[src/rtl/if_pkg.sv]
// Shared fetch-stage definitions: FSM state encoding, NOP word,
// PC increment and word-alignment helper.
package if_pkg;

   typedef enum logic [1:0] {
      S_IDLE,
      S_REQ,
      S_HOLD,
      S_DRAIN
   } if_state_e;

   localparam logic [31:0] NOP    = 32'h0000_0000;
   localparam logic [31:0] PC_INC = 32'd4;

   function automatic logic [31:0] align_pc(input logic [31:0] a);
      return a & 32'hFFFF_FFFC;
   endfunction

endpackage

[src/rtl/if_pc_gen.sv]
// Fetch PC register with next-PC select: redirect > advance > hold.
// Ports: clk, rst (async active-low), redirect/redirect_pc, advance -> pc.
module if_pc_gen
   import if_pkg::*;
#(
   parameter logic [31:0] RESET_PC = 32'h0000_0000
) (
   input  logic        clk,
   input  logic        rst,
   input  logic        redirect,
   input  logic [31:0] redirect_pc,
   input  logic        advance,
   output logic [31:0] pc
);

   always_ff @(posedge clk or negedge rst) begin
      if (!rst) begin
         pc <= RESET_PC;
      end else if (redirect) begin
         pc <= align_pc(redirect_pc);
      end else if (advance) begin
         pc <= pc + PC_INC;
      end
   end

endmodule

[src/rtl/if_stage.sv]
// Instruction fetch stage: imem request FSM, stall buffer, IF/ID outputs.
// Ports: clk, rst (async active-low), stall, redirect, redirect_pc,
//   imem_req/imem_addr/imem_ack/imem_rdata, IF_PC, IF_inst, IF_valid.
// Macro IF_PERF_CNT_EN adds fetch_cnt and stall_cnt outputs.
module if_stage
   import if_pkg::*;
#(
   parameter logic [31:0] RESET_PC = 32'h0000_0000
) (
   input  logic        clk,
   input  logic        rst,
   input  logic        stall,
   input  logic        redirect,
   input  logic [31:0] redirect_pc,
   output logic        imem_req,
   output logic [31:0] imem_addr,
   input  logic        imem_ack,
   input  logic [31:0] imem_rdata,
   output logic [31:0] IF_PC,
   output logic [31:0] IF_inst,
   output logic        IF_valid
`ifdef IF_PERF_CNT_EN
   ,
   output logic [31:0] fetch_cnt,
   output logic [31:0] stall_cnt
`endif
);

   if_state_e   state;
   if_state_e   nxt;
   logic [31:0] pc;
   logic [31:0] buffer;
   logic [31:0] drain_addr;
   logic        advance;

   assign advance = IF_valid && !stall;

   if_pc_gen #(
      .RESET_PC(RESET_PC)
   ) u_pc_gen (
      .clk        (clk),
      .rst        (rst),
      .redirect   (redirect),
      .redirect_pc(redirect_pc),
      .advance    (advance),
      .pc         (pc)
   );

   always_ff @(posedge clk or negedge rst) begin
      if (!rst) begin
         state <= S_IDLE;
      end else begin
         state <= nxt;
      end
   end

   always_comb begin
      nxt = state;
      unique case (state)
         S_IDLE: nxt = S_REQ;
         S_REQ: begin
            if (redirect) begin
               nxt = imem_ack ? S_REQ : S_DRAIN;
            end else if (imem_ack && stall) begin
               nxt = S_HOLD;
            end
         end
         S_HOLD: begin
            if (redirect || !stall) begin
               nxt = S_REQ;
            end
         end
         S_DRAIN: begin
            if (imem_ack) begin
               nxt = S_REQ;
            end
         end
         default: nxt = S_IDLE;
      endcase
   end

   always_comb begin
      imem_req  = (state == S_REQ) || (state == S_DRAIN);
      // A draining request must keep its original address even
      // though pc already points at the redirect target.
      imem_addr = (state == S_DRAIN) ? drain_addr : pc;
      IF_valid  = !redirect &&
                  (((state == S_REQ) && imem_ack) ||
                   (state == S_HOLD));
      IF_PC     = pc;
      IF_inst   = NOP;
      if (IF_valid) begin
         IF_inst = (state == S_HOLD) ? buffer : imem_rdata;
      end
   end

   always_ff @(posedge clk or negedge rst) begin
      if (!rst) begin
         buffer     <= NOP;
         drain_addr <= RESET_PC;
      end else begin
         if ((state == S_REQ) && imem_ack && stall && !redirect) begin
            buffer <= imem_rdata;
         end
         if ((state == S_REQ) && redirect && !imem_ack) begin
            drain_addr <= pc;
         end
      end
   end

`ifdef IF_PERF_CNT_EN
   always_ff @(posedge clk or negedge rst) begin
      if (!rst) begin
         fetch_cnt <= 32'd0;
         stall_cnt <= 32'd0;
      end else begin
         if (advance) begin
            fetch_cnt <= fetch_cnt + 32'd1;
         end
         if ((state != S_IDLE) && (!IF_valid || stall)) begin
            stall_cnt <= stall_cnt + 32'd1;
         end
      end
   end
`endif

endmodule

[config.mk]
export PLATFORM = sky130hd
export DESIGN_NAME = if_stage
export DESIGN_NICKNAME = d
export VERILOG_FILES = /design/src/rtl/if_pkg.sv /design/src/rtl/if_pc_gen.sv /design/src/rtl/if_stage.sv
export SDC_FILE = /design/constraint.sdc
export NUM_CORES = 1
export LEC_CHECK = 0
export CORE_ASPECT_RATIO = 0.7
export CORE_MARGIN = 2
export CORE_UTILIZATION = 55
export CTS_BUF_LIST = sky130_fd_sc_hd__clkbuf_2
export DETAILED_ROUTE_END_ITERATION = 6
export DONT_BUFFER_PORTS = 1
export GPL_TIMING_DRIVEN = 0
export PLACE_DENSITY = 0.75
export SLEW_MARGIN = 20
export SYNTH_ARGS = -nofsm -noshare
export SYNTH_HDL_FRONTEND = slang
export SYNTH_SLANG_ARGS = --single-unit
export TNS_END_PERCENT = 1
[constraint.sdc]
create_clock -name clk -period 5.65 [get_ports clk]
set_input_delay 0.8475 -clock clk [delete_from_list [all_inputs] [get_ports clk]]
set_output_delay 0.8475 -clock clk [all_outputs]
set_load 0.1 [all_outputs]
==> results.py <==
metrics = {
    "status": {
        "status": "finished clean",
    },
    "cells_and_area": {
        "drive_gt1_frac": 0.2924,
        "nNetsFinal": 602,
        "diodes": 0,
        "area_growth_pct": 11.66,
        "postLayoutCoreUtil": 0.6339,
        "multi_input_area_sq_mm": 0.002853,
        "final-seq-area_sq_mm": 0.002352,
        "finalNonFillerCells": 661,
        "nFillCells": 730,
    },
    "timing": {
        "min_period_ps": 4231,
        "finClkSkew_ps": 34.13,
        "rsz0062_at_grt": "false",
        "final.setup.tns_ps": 0,
        "setup_violations": 0,
        "slew_headroom": 0.2080,
        "timing.final.crit_share": 0.7488,
        "finalHoldViolCount": 0,
        "fin_ws_ps": 1419,
        "drv_slew": 0,
        "tightest_slew_ps": 1189,
        "max_freq_mhz": 236.4,
    },
    "logic_synthesis": {
        "ys_seq_area_frac": 0.4568,
        "yosysTopAreaCell": "dfrtp_1",
        "ys_ff_latch": 94,
        "synthFlopType": "dfrtp_1",
        "synthTopCellsByArea": "dfrtp_1 (46%), mux2_2 (20%), nand2_1 (6.6%), a21oi_1 (3.3%), or4_1 (2.6%)",
        "netlist_area_sq_mm": 0.005150,
        "ys_warn_count": 0,
        "synthArstFlopShare": 1.000,
        "synth_top_area_frac": 0.4568,
        "avgSynthCellArea_sq_um": 9.961,
        "synth_edf_count": 0,
        "synthCells": 517,
        "synth_cell_types": 47,
    },
    "job": {
        "cap_violations": 0,
    },
    "global_routing": {
        "grt_overflow_total": 0,
        "antenna_found_initial": 0,
        "grt_usage": 0.2669,
        "grt_pass1_wl_mm": 21.46,
        "grt_max_degree": 95,
        "grt_pass1_vias": 4162,
    },
    "placed_design": {
        "dp_cells": 644,
        "dp_worst_setup_slack_ps": 1971,
        "hpwl_mm": 9.508,
        "io_buffers": 0,
        "finalWeightedCongestion": 0.8362,
    },
    "detailed_routing": {
        "drc": 0,
        "wl_mm": 13.43,
        "ant_nets": 0,
        "vias_per_cell": 6.483,
        "wl_per_cell_um": 20.32,
        "firstDrtPassIters": 6,
        "first_iter_violations": 330,
        "num_vias": 4285,
    },
    "clock_tree": {
        "cts_sinks": 94,
        "cts_root_buf": "clkbuf_2",
        "cts_buffers": 9,
        "cts_tree": "yes",
        "clkTransAtPathRegs_ps": 260,
        "cts.path.max_buffers": 2,
        "post_cts_buffers": 0,
        "worstSkewPairLatency_ps": 570,
        "htree_levels": 3,
    },
    "power_and_ir_drop": {
        "clock_power_share": 0.182,
        "power.leakage_nw": 2.174,
        "net-switching-power_w": 0.001097,
        "p_per_area_mw_per_mm2": 397.9,
        "switching_share": 0.4794,
        "p_total_w": 0.002288,
        "p_int_w": 0.001191,
        "power_frac_seq": 0.470,
        "worst_ir_drop_vdd_uv": 241.1,
        "combinationalPowerShare": 0.349,
    },
    "setup_path": {
        "start_kind": "flop",
        "worstPathRequired_ps": 4800,
        "critical_path_peak_fanout": 10,
        "path_class": "flop to output port",
        "end_kind": "output port",
        "crit_arrival_ps": 3380,
    },
    "die": {
        "rows": 29,
        "die_w_um": 119.7,
        "die_y_um": 84.96,
        "dieArea_sq_mm": 0.01017,
        "ios": 167,
        "core_area_sq_mm": 0.009071,
        "start_util": 0.5677,
    },
    "worst_hold_path": {
        "hp-class": "input port to async pin",
    },
}
==> final timing paths <==
check                                            start                           to  slack, ps  cells after the start
setup / recovery                  state[0]$_DFFE_PN0P_                  IF_inst[16]       1420                      6
hold / removal                                     rst  u_pc_gen.pc[17]$_DFFE_PN0P_        130                      1
setup reg to reg           u_pc_gen.pc[15]$_DFFE_PN0P_  u_pc_gen.pc[16]$_DFFE_PN0P_       2650                      6
hold reg to reg             drain_addr[17]$_DFFE_PN0P_   drain_addr[17]$_DFFE_PN0P_        540                      1
max in group asynchronous                          rst        buffer[8]$_DFFE_PN0P_       5120                      1
min in group clk                                 stall         state[0]$_DFFE_PN0P_        370                      1
==> worst max-delay path, stage by stage (launching register included) <==
cell	delay, ps
dfrtp_1	530
nand2b_1	180
clkbuf_1	210
nand2_1	140
nand2_1	250
buf_1	490
a21oi_2	1010
==> cell families after synthesis <==
| family | synth area share |
|---|---|
| DFF | 0.4568 |
| xor gates and xnor gates | 0.01531 |
| adders and majority gates | 0.002429 |
| other | 0.0007282 |
| muxes | 0.2053 |
| buffers and inverters | 0.03960 |
| AOI/OAI and AO/OA | 0.1110 |
| and+or+nand+nor | 0.1689 |
==> Yosys cell counts, types with 2 or more instances <==
| cell type | instances |
|---|---|
| a21oi_1 | 34 |
| clkbuf_1 | 27 |
| o31ai_1 | 15 |
| nand4bb_1 | 2 |
| a21o_1 | 2 |
| or4_1 | 18 |
| nor3_1 | 2 |
| dfrtp_1 | 94 |
| or3_1 | 2 |
| inv_1 | 7 |
| a31oi_1 | 18 |
| nor2_1 | 21 |
| and3_1 | 4 |
| nand3b_1 | 2 |
| buf_2 | 7 |
| buf_1 | 3 |
| nor3b_1 | 2 |
| buf_4 | 4 |
| nand4_1 | 11 |
| mux2_2 | 93 |
| o21ai_0 | 10 |
| a211oi_1 | 3 |
| o211ai_1 | 2 |
| nand3_1 | 13 |
| and4_1 | 2 |
| nand2_1 | 91 |
| xnor2_1 | 8 |
==> final cells by class <==
class	instances	area share
sequential	94	0.4091
timing repair buffer	1	0.004787
buffer	41	0.03111
tap	124	0.02698
inverter	7	0.004569
clock buffer	9	0.007833
clock inverter	7	0.01958
multi-input combinational	378	0.4961
==> layout by cell type (no fill, tap or decap), types with 2 or more instances in the layout <==
cell and instances:
a211oi_1 3, a21o_1 2, a21oi_1 2, a21oi_2 15
a21oi_4 17, a31oi_1 18, and3_1 4, and4_1 2
buf_1 3, buf_2 7, buf_4 4, bufinv_16 3
clkbuf_1 26, clkbuf_2 10, clkinv_2 3, conb_1 4
dfrtp_1 94, inv_1 7, mux2_2 93, nand2_1 91
nand3_1 13, nand3b_1 2, nand4_1 11, nand4bb_1 2
nor2_1 21, nor3_1 2, nor3b_1 2, o211ai_1 2
o21ai_0 10, o31ai_1 15, or3_1 2, or4_1 18
xnor2_1 8
==> registers in the layout, summed over array words and instances (netlist names) <==
signal,count
u_pc_gen.pc,30
state,2
buffer,32
drain_addr,30
==> per-layer routing <==
metal  GRT usage  up-vias  routed length (um)
li1            -     1898                   -
met1      0.3634     2130                5592
met2      0.4281      235                6431
met3     0.07325       22                1192
met4     0.06738        0                 216
met5           0        -                   0
==> power groups by stage <==
stage	Combinational [W]	Clock, W	Sequential, W
final	0.000797	0.000416	0.00107
after global routing	0.000833	0.000451	0.00110
after CTS	0.000792	0.000428	0.00107
after detailed placement	0.000774	0	0.00109
after global placement	0.000750	0	0.00108
after floorplan	0.000713	0	0.00105
==> timing repair <==
action / 4_1_cts / 5_1_grt
endpoints found under the hold margin: 94 / 0
gates resized for setup: 0 / 0
hold buffers: 1 / 0
==> through the flow <==
step / cell area [sq um] / hold WS [ps]
6_report: 5751 / 134.7
5_1_grt: 5751 / 131.0
4_1_cts: 5645 / 120.4
3_5_place_dp: 5460 / 492.1
3_3_place_gp: 5316 / 484.7
2_1_floorplan: 5161 / 476.7
Power figures use the tool's default switching activity.
